===== src/rtl/lpc_coef_bank_ctrl_pkg.sv =====
// Shared constants, the state type and the index-to-one-hot helper for the
// LPC coefficient bank sequencer.
package lpc_bank_pkg;

    localparam int NWORDS = 9;   // words per frame, equals bank depth
    localparam int DW     = 32;  // data width
    localparam int IW     = 4;   // index width, 2**IW >= NWORDS

    typedef enum logic [1:0] {
        IDLE  = 2'd0,
        LOAD  = 2'd1,
        READY = 2'd2
    } state_t;

    // Indices at or above NWORDS produce an all-zero vector, which lets callers
    // detect an out-of-range index with a reduction OR.
    function automatic logic [NWORDS-1:0] idx_to_onehot(input logic [IW-1:0] idx);
        logic [NWORDS-1:0] oh;
        oh = '0;
        for (int i = 0; i < NWORDS; i++) begin
            if (idx == IW'(i)) begin
                oh[i] = 1'b1;
            end
        end
        return oh;
    endfunction

endpackage


===== src/rtl/lpc_coef_bank_ctrl_if.sv =====
// Producer stream and consumer read handshake between the LPC pipeline and
// the coefficient bank sequencer.
interface lpc_coef_bank_ctrl_if;
    import lpc_bank_pkg::*;

    logic          start;
    logic          in_valid;
    logic [DW-1:0] in_data;
    logic          in_ready;
    logic          rd_req;
    logic [IW-1:0] rd_idx;
    logic          rd_ack;
    logic [DW-1:0] rd_data;
    logic          rd_err;

    // Pipeline side: producer and consumer.
    modport master (
        output start, in_valid, in_data, rd_req, rd_idx,
        input  in_ready, rd_ack, rd_data, rd_err
    );

    // Sequencer side.
    modport slave (
        input  start, in_valid, in_data, rd_req, rd_idx,
        output in_ready, rd_ack, rd_data, rd_err
    );

endinterface


===== src/rtl/lpc_onehot_dec.sv =====
// Index to one-hot decoder with enable; all-zero when disabled or when the
// index is outside the bank.
module lpc_onehot_dec
    import lpc_bank_pkg::*;
(
    input  logic              en,
    input  logic [IW-1:0]     idx,
    output logic [NWORDS-1:0] oh
);

    // Gate the decoded index with the enable.
    always_comb begin
        oh = '0;
        if (en) begin
            oh = idx_to_onehot(idx);
        end
    end

endmodule


===== src/rtl/lpc_coef_bank_ctrl.sv =====
// Sequencer for the 9x32 coefficient register bank: loads one frame of
// autocorrelation words in index order, then serves indexed reads with a
// fixed one-cycle latency.
//
//  state | meaning
//  ------+-----------------------------------------------------------
//  IDLE  | no valid frame; waits for start, reads are rejected
//  LOAD  | accepting words 0..NWORDS-1 in order; start is ignored
//  READY | full frame held; reads served, start begins a new frame
module lpc_coef_bank_ctrl
    import lpc_bank_pkg::*;
(
    input  logic                 clk,
    input  logic                 reset,
    lpc_coef_bank_ctrl_if.slave  bus,
    output logic                 busy,
    output logic                 full,
    output logic [NWORDS-1:0]    wsel,
    output logic [DW-1:0]        din,
    output logic [NWORDS-1:0]    rsel,
    input  logic [DW-1:0]        dout
);

    localparam logic [1:0]    ST_IDLE  = 2'(IDLE);
    localparam logic [1:0]    ST_LOAD  = 2'(LOAD);
    localparam logic [1:0]    ST_READY = 2'(READY);
    localparam logic [IW-1:0] LAST_IDX = IW'(NWORDS - 1);

    logic [1:0]        state_q;
    logic [IW-1:0]     wptr_q;
    logic [NWORDS-1:0] rsel_q;
    logic              accept;
    logic              rd_en;
    logic [NWORDS-1:0] rd_oh;
    logic              rd_hit;

    lpc_onehot_dec u_wdec (
        .en  (accept),
        .idx (wptr_q),
        .oh  (wsel)
    );

    // Decoder output is zero for out-of-range indices and outside READY.
    lpc_onehot_dec u_rdec (
        .en  (rd_en),
        .idx (bus.rd_idx),
        .oh  (rd_oh)
    );

    // Handshake qualifiers and bank drive; rsel falls back to the last good
    // select so the bank's read mux always sees a one-hot code.
    always_comb begin
        accept       = (state_q == ST_LOAD) && bus.in_valid;
        rd_en        = (state_q == ST_READY) && bus.rd_req;
        rd_hit       = |rd_oh;
        rsel         = rd_hit ? rd_oh : rsel_q;
        din          = bus.in_data;
        bus.in_ready = (state_q == ST_LOAD);
        busy         = (state_q == ST_LOAD);
        full         = (state_q == ST_READY);
    end

    // Frame load sequencing and write pointer.
    always_ff @(posedge clk or negedge reset) begin
        if (!reset) begin
            state_q <= ST_IDLE;
            wptr_q  <= '0;
        end else begin
            case (state_q)
                ST_IDLE: begin
                    if (bus.start) begin
                        state_q <= ST_LOAD;
                        wptr_q  <= '0;
                    end
                end
                ST_LOAD: begin
                    if (accept) begin
                        if (wptr_q == LAST_IDX) begin
                            state_q <= ST_READY;
                            wptr_q  <= '0;
                        end else begin
                            wptr_q  <= wptr_q + 1'b1;
                        end
                    end
                end
                ST_READY: begin
                    if (bus.start) begin
                        state_q <= ST_LOAD;
                        wptr_q  <= '0;
                    end
                end
                default: begin
                    state_q <= ST_IDLE;
                    wptr_q  <= '0;
                end
            endcase
        end
    end

    // Read response: every request is acknowledged one cycle later, either
    // with bank data or with an error and zeroed data.
    always_ff @(posedge clk or negedge reset) begin
        if (!reset) begin
            bus.rd_ack  <= 1'b0;
            bus.rd_err  <= 1'b0;
            bus.rd_data <= '0;
            rsel_q      <= NWORDS'(1);
        end else begin
            bus.rd_ack <= bus.rd_req;
            if (bus.rd_req) begin
                if (rd_hit) begin
                    rsel_q      <= rd_oh;
                    bus.rd_data <= dout;
                    bus.rd_err  <= 1'b0;
                end else begin
                    bus.rd_data <= '0;
                    bus.rd_err  <= 1'b1;
                end
            end
        end
    end

endmodule


===== src/flat_wrapper.sv =====
// flat-port wrapper written by rule: the top's interface ports become plain ports
module lpc_coef_bank_ctrl_flat import lpc_bank_pkg::*;
  (clk, reset, busy, full, wsel, din, rsel, dout, bus_start, bus_in_valid, bus_in_data, bus_rd_req, bus_rd_idx, bus_in_ready, bus_rd_ack, bus_rd_data, bus_rd_err);
  lpc_coef_bank_ctrl_if bus_i ();
  input  logic clk;
  input  logic reset;
  output logic busy;
  output logic full;
  output logic [NWORDS-1:0] wsel;
  output logic [DW-1:0] din;
  output logic [NWORDS-1:0] rsel;
  input  logic [DW-1:0] dout;
  input wire logic [$bits(bus_i.start)-1:0] bus_start;
  input wire logic [$bits(bus_i.in_valid)-1:0] bus_in_valid;
  input wire logic [$bits(bus_i.in_data)-1:0] bus_in_data;
  input wire logic [$bits(bus_i.rd_req)-1:0] bus_rd_req;
  input wire logic [$bits(bus_i.rd_idx)-1:0] bus_rd_idx;
  output wire logic [$bits(bus_i.in_ready)-1:0] bus_in_ready;
  output wire logic [$bits(bus_i.rd_ack)-1:0] bus_rd_ack;
  output wire logic [$bits(bus_i.rd_data)-1:0] bus_rd_data;
  output wire logic [$bits(bus_i.rd_err)-1:0] bus_rd_err;
  assign bus_i.start = bus_start;
  assign bus_i.in_valid = bus_in_valid;
  assign bus_i.in_data = bus_in_data;
  assign bus_i.rd_req = bus_rd_req;
  assign bus_i.rd_idx = bus_rd_idx;
  assign bus_in_ready = bus_i.in_ready;
  assign bus_rd_ack = bus_i.rd_ack;
  assign bus_rd_data = bus_i.rd_data;
  assign bus_rd_err = bus_i.rd_err;
  lpc_coef_bank_ctrl u_core (.clk(clk), .reset(reset), .bus(bus_i), .busy(busy), .full(full), .wsel(wsel), .din(din), .rsel(rsel), .dout(dout));
endmodule

===== config.mk =====
export PLATFORM = sky130hd
export DESIGN_NAME = lpc_coef_bank_ctrl_flat
export DESIGN_NICKNAME = d
export VERILOG_FILES = /design/src/rtl/lpc_coef_bank_ctrl_pkg.sv /design/src/rtl/lpc_coef_bank_ctrl_if.sv /design/src/rtl/lpc_onehot_dec.sv /design/src/rtl/lpc_coef_bank_ctrl.sv /design/src/flat_wrapper.sv
export SDC_FILE = /design/constraint.sdc
export NUM_CORES = 1
export LEC_CHECK = 0
export CORE_ASPECT_RATIO = 0.8
export CORE_MARGIN = 4
export CORE_UTILIZATION = 39
export CTS_CLUSTER_DIAMETER = 80
export CTS_CLUSTER_SIZE = 40
export DETAILED_ROUTE_END_ITERATION = 8
export GPL_ROUTABILITY_DRIVEN = 0
export GPL_TIMING_DRIVEN = 0
export PLACE_DENSITY = 0.95
export SYNTH_ARGS = -nofsm -noshare
export SYNTH_HDL_FRONTEND = slang
export SYNTH_SLANG_ARGS = --single-unit

===== constraint.sdc =====
create_clock -name clk -period 4.7 [get_ports clk]
set_input_delay 0.94 -clock clk [delete_from_list [all_inputs] [get_ports clk]]
set_output_delay 0.94 -clock clk [all_outputs]
set_load 0.05 [all_outputs]

==> results.md <==
- Layout fillers: 501
- Die width: 96.5 µm
- Post-DRT Antenna Nets: 0
- Die height: 78.8 µm
- Required time of the critical path: 3.76 ns
- DR iter-0 viols: 77
- Starting Density: 40.7%
- Maximum buffer depth of the clock tree: 2
- Critical path depth: 6
- Clock skew: 0.00647 ns
- Worst rel slew slack: 65.1%
- Clock sinks: 49
- Max Slew Vio Count: 0
- Ratio of cells with drive above 1 in the final layout: 16.2%
- Top Family by Delay on Critical Path: buffers and inverters
- Final net count: 428
- Syn Nets: 295
- CP max stage delay: 0.71 ns
- Most common cell after layout, fill and taps aside: clkdlybuf4s50_1
- Synth Instances: 218
- Seq pwr share: 37.5%
- Post-route design area: 3900 µm²
- Global-route wire length before repair: 10500 µm
- Hpwl dp: 5410 µm
- Synth cell types: 37
- Fin crit share: 87.1%
- Max IR drop VDD: 0.299 mV
- Met3 Use GR: 4.64%
- Setup ws final: 0.604 ns
- Vias in the first global route: 2176
- Seq cells post-synth: 49
- Avg Cell Area, Syn: 11.2 µm²
- Layout area overhead: 59.5%
- Combinational share of power: 45.2%
- Busiest grt layer: met2
- Seq/Total Area, Yosys: 50.2%
- Post-CTS setup buffers: 0
- GR Layer Usage met1: 22.5%
- CP Launch Type: input port
- Data arrival, critical path: 3.16 ns
- Initial antenna violation count: 0
- Syn. warnings: 0
- Clock power share: 17.3%
- Cell internal pwr: 820 µW
- Port Buffers: 125
- TritonCTS buffer count: 5
- Placement Cell Area: 3810 µm²
- Pin slew with the least headroom to its limit: 0.523 ns
- Max-Cap Viols: 0
- Row count: 25
- Syn Std Cell Area: 2440 µm²
- Root Driver: clkbuf_8
- Via Count: 2136
- Endpoints failing setup: 0
- Leakage: 1.72 nW
- Worst min-delay path class: flop to flop
- Outcome: completed
- Dpl ws: 0.598 ns
- Sw Ratio: 40.6%
- Cell Chain, Critical Path: clkdlybuf4s50_1 > or3_4 > a21oi_4 > buf_6 > o21ai_1 > clkdlybuf4s50_1
- PwrDens: 354 nW/µm²
- Die area: 7600 µm²
- Largest net degree at the start of global routing: 30
- CTS hold repair buffers: 0
- WHS: 0.499 ns
- Hold Path Stages: 2
- Crit path max fanout: 10
- CP most frequent cell: clkdlybuf4s50_1
- CTS tree: done
- Antenna cells: 0
- Cts repair resizes: 0
- Worst-path clk slew: 0.09 ns
- DRC: 0
- Psw: 561 µW
- Unrepaired setup endpoints after global routing: false
- Setup TNS: 0 ns
- Pre-antenna DRT Iters: 4
- Core area: 6010 µm²
- Fmax: 0.244 GHz
- Hold Fails Final Rpt: 0
- Critical Setup Path Class: input port to primary output
- Reg2reg path depth: 4
- Wire per inst: 15.5 µm
- Skew-Pair Late Insertion Delay: 0.29 ns
- WL final: 6700 µm
- Total track usage: 17.3%
- Overflow after GRT: 0
- Critical path buffers and inverters: 3
- Max H-tree Level: 2
- Element type at the critical path end: primary output
- Vias per cell: 4.93
- Fin crit period: 4.10 ns
- Met2 global-route usage: 29.5%
- Crit path max-delay cell type: clkdlybuf4s50_1
- I/O pin count: 160
- Most frequent cells in the layout: 124 x clkdlybuf4s50_1, 48 x dfrtp_1, 33 x buf_4
-- metal layers --
layer | vias to the layer above | wire, µm
met4 | 0 | 16
met5 | - | 0
li1 | 1016 | -
met3 | 2 | 538
met1 | 1024 | 2700
met2 | 94 | 3440
-- final timing paths --
path                       slack (ns)                endpoint              start
setup reg to reg                 3.27  u_core.bus.rd_data[18]  u_core.state_q[0]
min in group asynchronous        0.61        u_core.rsel_q[7]              reset
hold reg to reg                  0.50        u_core.rsel_q[0]   u_core.rsel_q[0]
setup / recovery                 0.60                 rsel[0]      bus_rd_idx[1]
max in group asynchronous        3.49        u_core.rsel_q[0]              reset
hold / removal                   0.50        u_core.rsel_q[0]   u_core.rsel_q[0]
-- cell families after synthesis --
group | share of synthesized area [%]
AO/OA/AOI/OAI | 18.8
AND/OR/NAND/NOR | 14.1
buffers and inverters | 14.8
flip-flops | 50.2
adder cells (fa/ha/maj) | 2.05
-- final cells by class --
| cell class | count | area [µm²] | area share [%] |
|---|---|---|---|
| buffer | 44 | 337 | 8.63 |
| clock buffer | 6 | 72.6 | 1.86 |
| clock inverter | 2 | 15.0 | 0.385 |
| inverter | 7 | 26.3 | 0.674 |
| multi-input combinational | 118 | 853 | 21.9 |
| sequential | 49 | 1230 | 31.5 |
| tap | 81 | 101 | 2.60 |
| timing repair buffer | 126 | 1270 | 32.5 |
-- synthesized netlist by cell type, drive strengths merged --
| cell type | n | area share, % |
|---|---|---|
| ha | 4 | 2.0 |
| nor2b | 1 | 0.26 |
| dfstp | 1 | 1.1 |
| o2bb2ai | 2 | 0.72 |
| buf | 39 | 13 |
| and4bb | 1 | 0.51 |
| nor3 | 2 | 0.41 |
| clkbuf | 4 | 0.61 |
| dlymetal6s2s | 1 | 0.51 |
| nand4b | 4 | 1.4 |
| inv | 7 | 1.1 |
| a32o | 1 | 0.41 |
| nand2b | 3 | 0.77 |
| a21oi | 7 | 1.9 |
| nor2 | 9 | 1.4 |
| nand3b | 3 | 1.4 |
| a22o | 32 | 12 |
| o21ai | 10 | 2.0 |
| or3 | 2 | 0.72 |
| nand3 | 15 | 3.1 |
| dfrtp | 48 | 49 |
| o211ai | 1 | 0.31 |
| nor3b | 2 | 0.61 |
| and2 | 9 | 2.3 |
| o21a | 2 | 0.61 |
| and3b | 1 | 0.36 |
| a21o | 1 | 0.31 |
| nand4 | 2 | 0.51 |
| o32a | 2 | 0.82 |
| nand2 | 2 | 0.31 |
-- state kept, by name (all words and copies together) (netlist names) --
signal              cells
u_core.bus.rd_ack       1
u_core.bus.rd_data     32
u_core.bus.rd_err       1
u_core.rsel_q           9
u_core.state_q          2
u_core.wptr_q           4
-- worst min-delay path: stages (launching register included) --
cell,delay [ns]
dfstp_2,0.37
inv_1,0.06
o21ai_1,0.07
-- per-stage QoR --
stage	util, %	power, mW	instances
floorplan	-	0.933	218
global placement	63.2	1.13	424
detailed placement	63.5	1.15	425
CTS	64.9	1.40	433
global route	64.9	1.46	433
finish	64.9	1.38	433
-- power groups by stage --
stage                     Sequential [mW]  Combinational, mW  Clock, mW
after floorplan                     0.545              0.389          0
after global placement              0.522              0.611          0
after detailed placement            0.527              0.625          0
after CTS                           0.518              0.627      0.250
after global routing                0.527              0.661      0.272
final                               0.518              0.624      0.239
No activity file was read; power rests on OpenSTA's default activity.
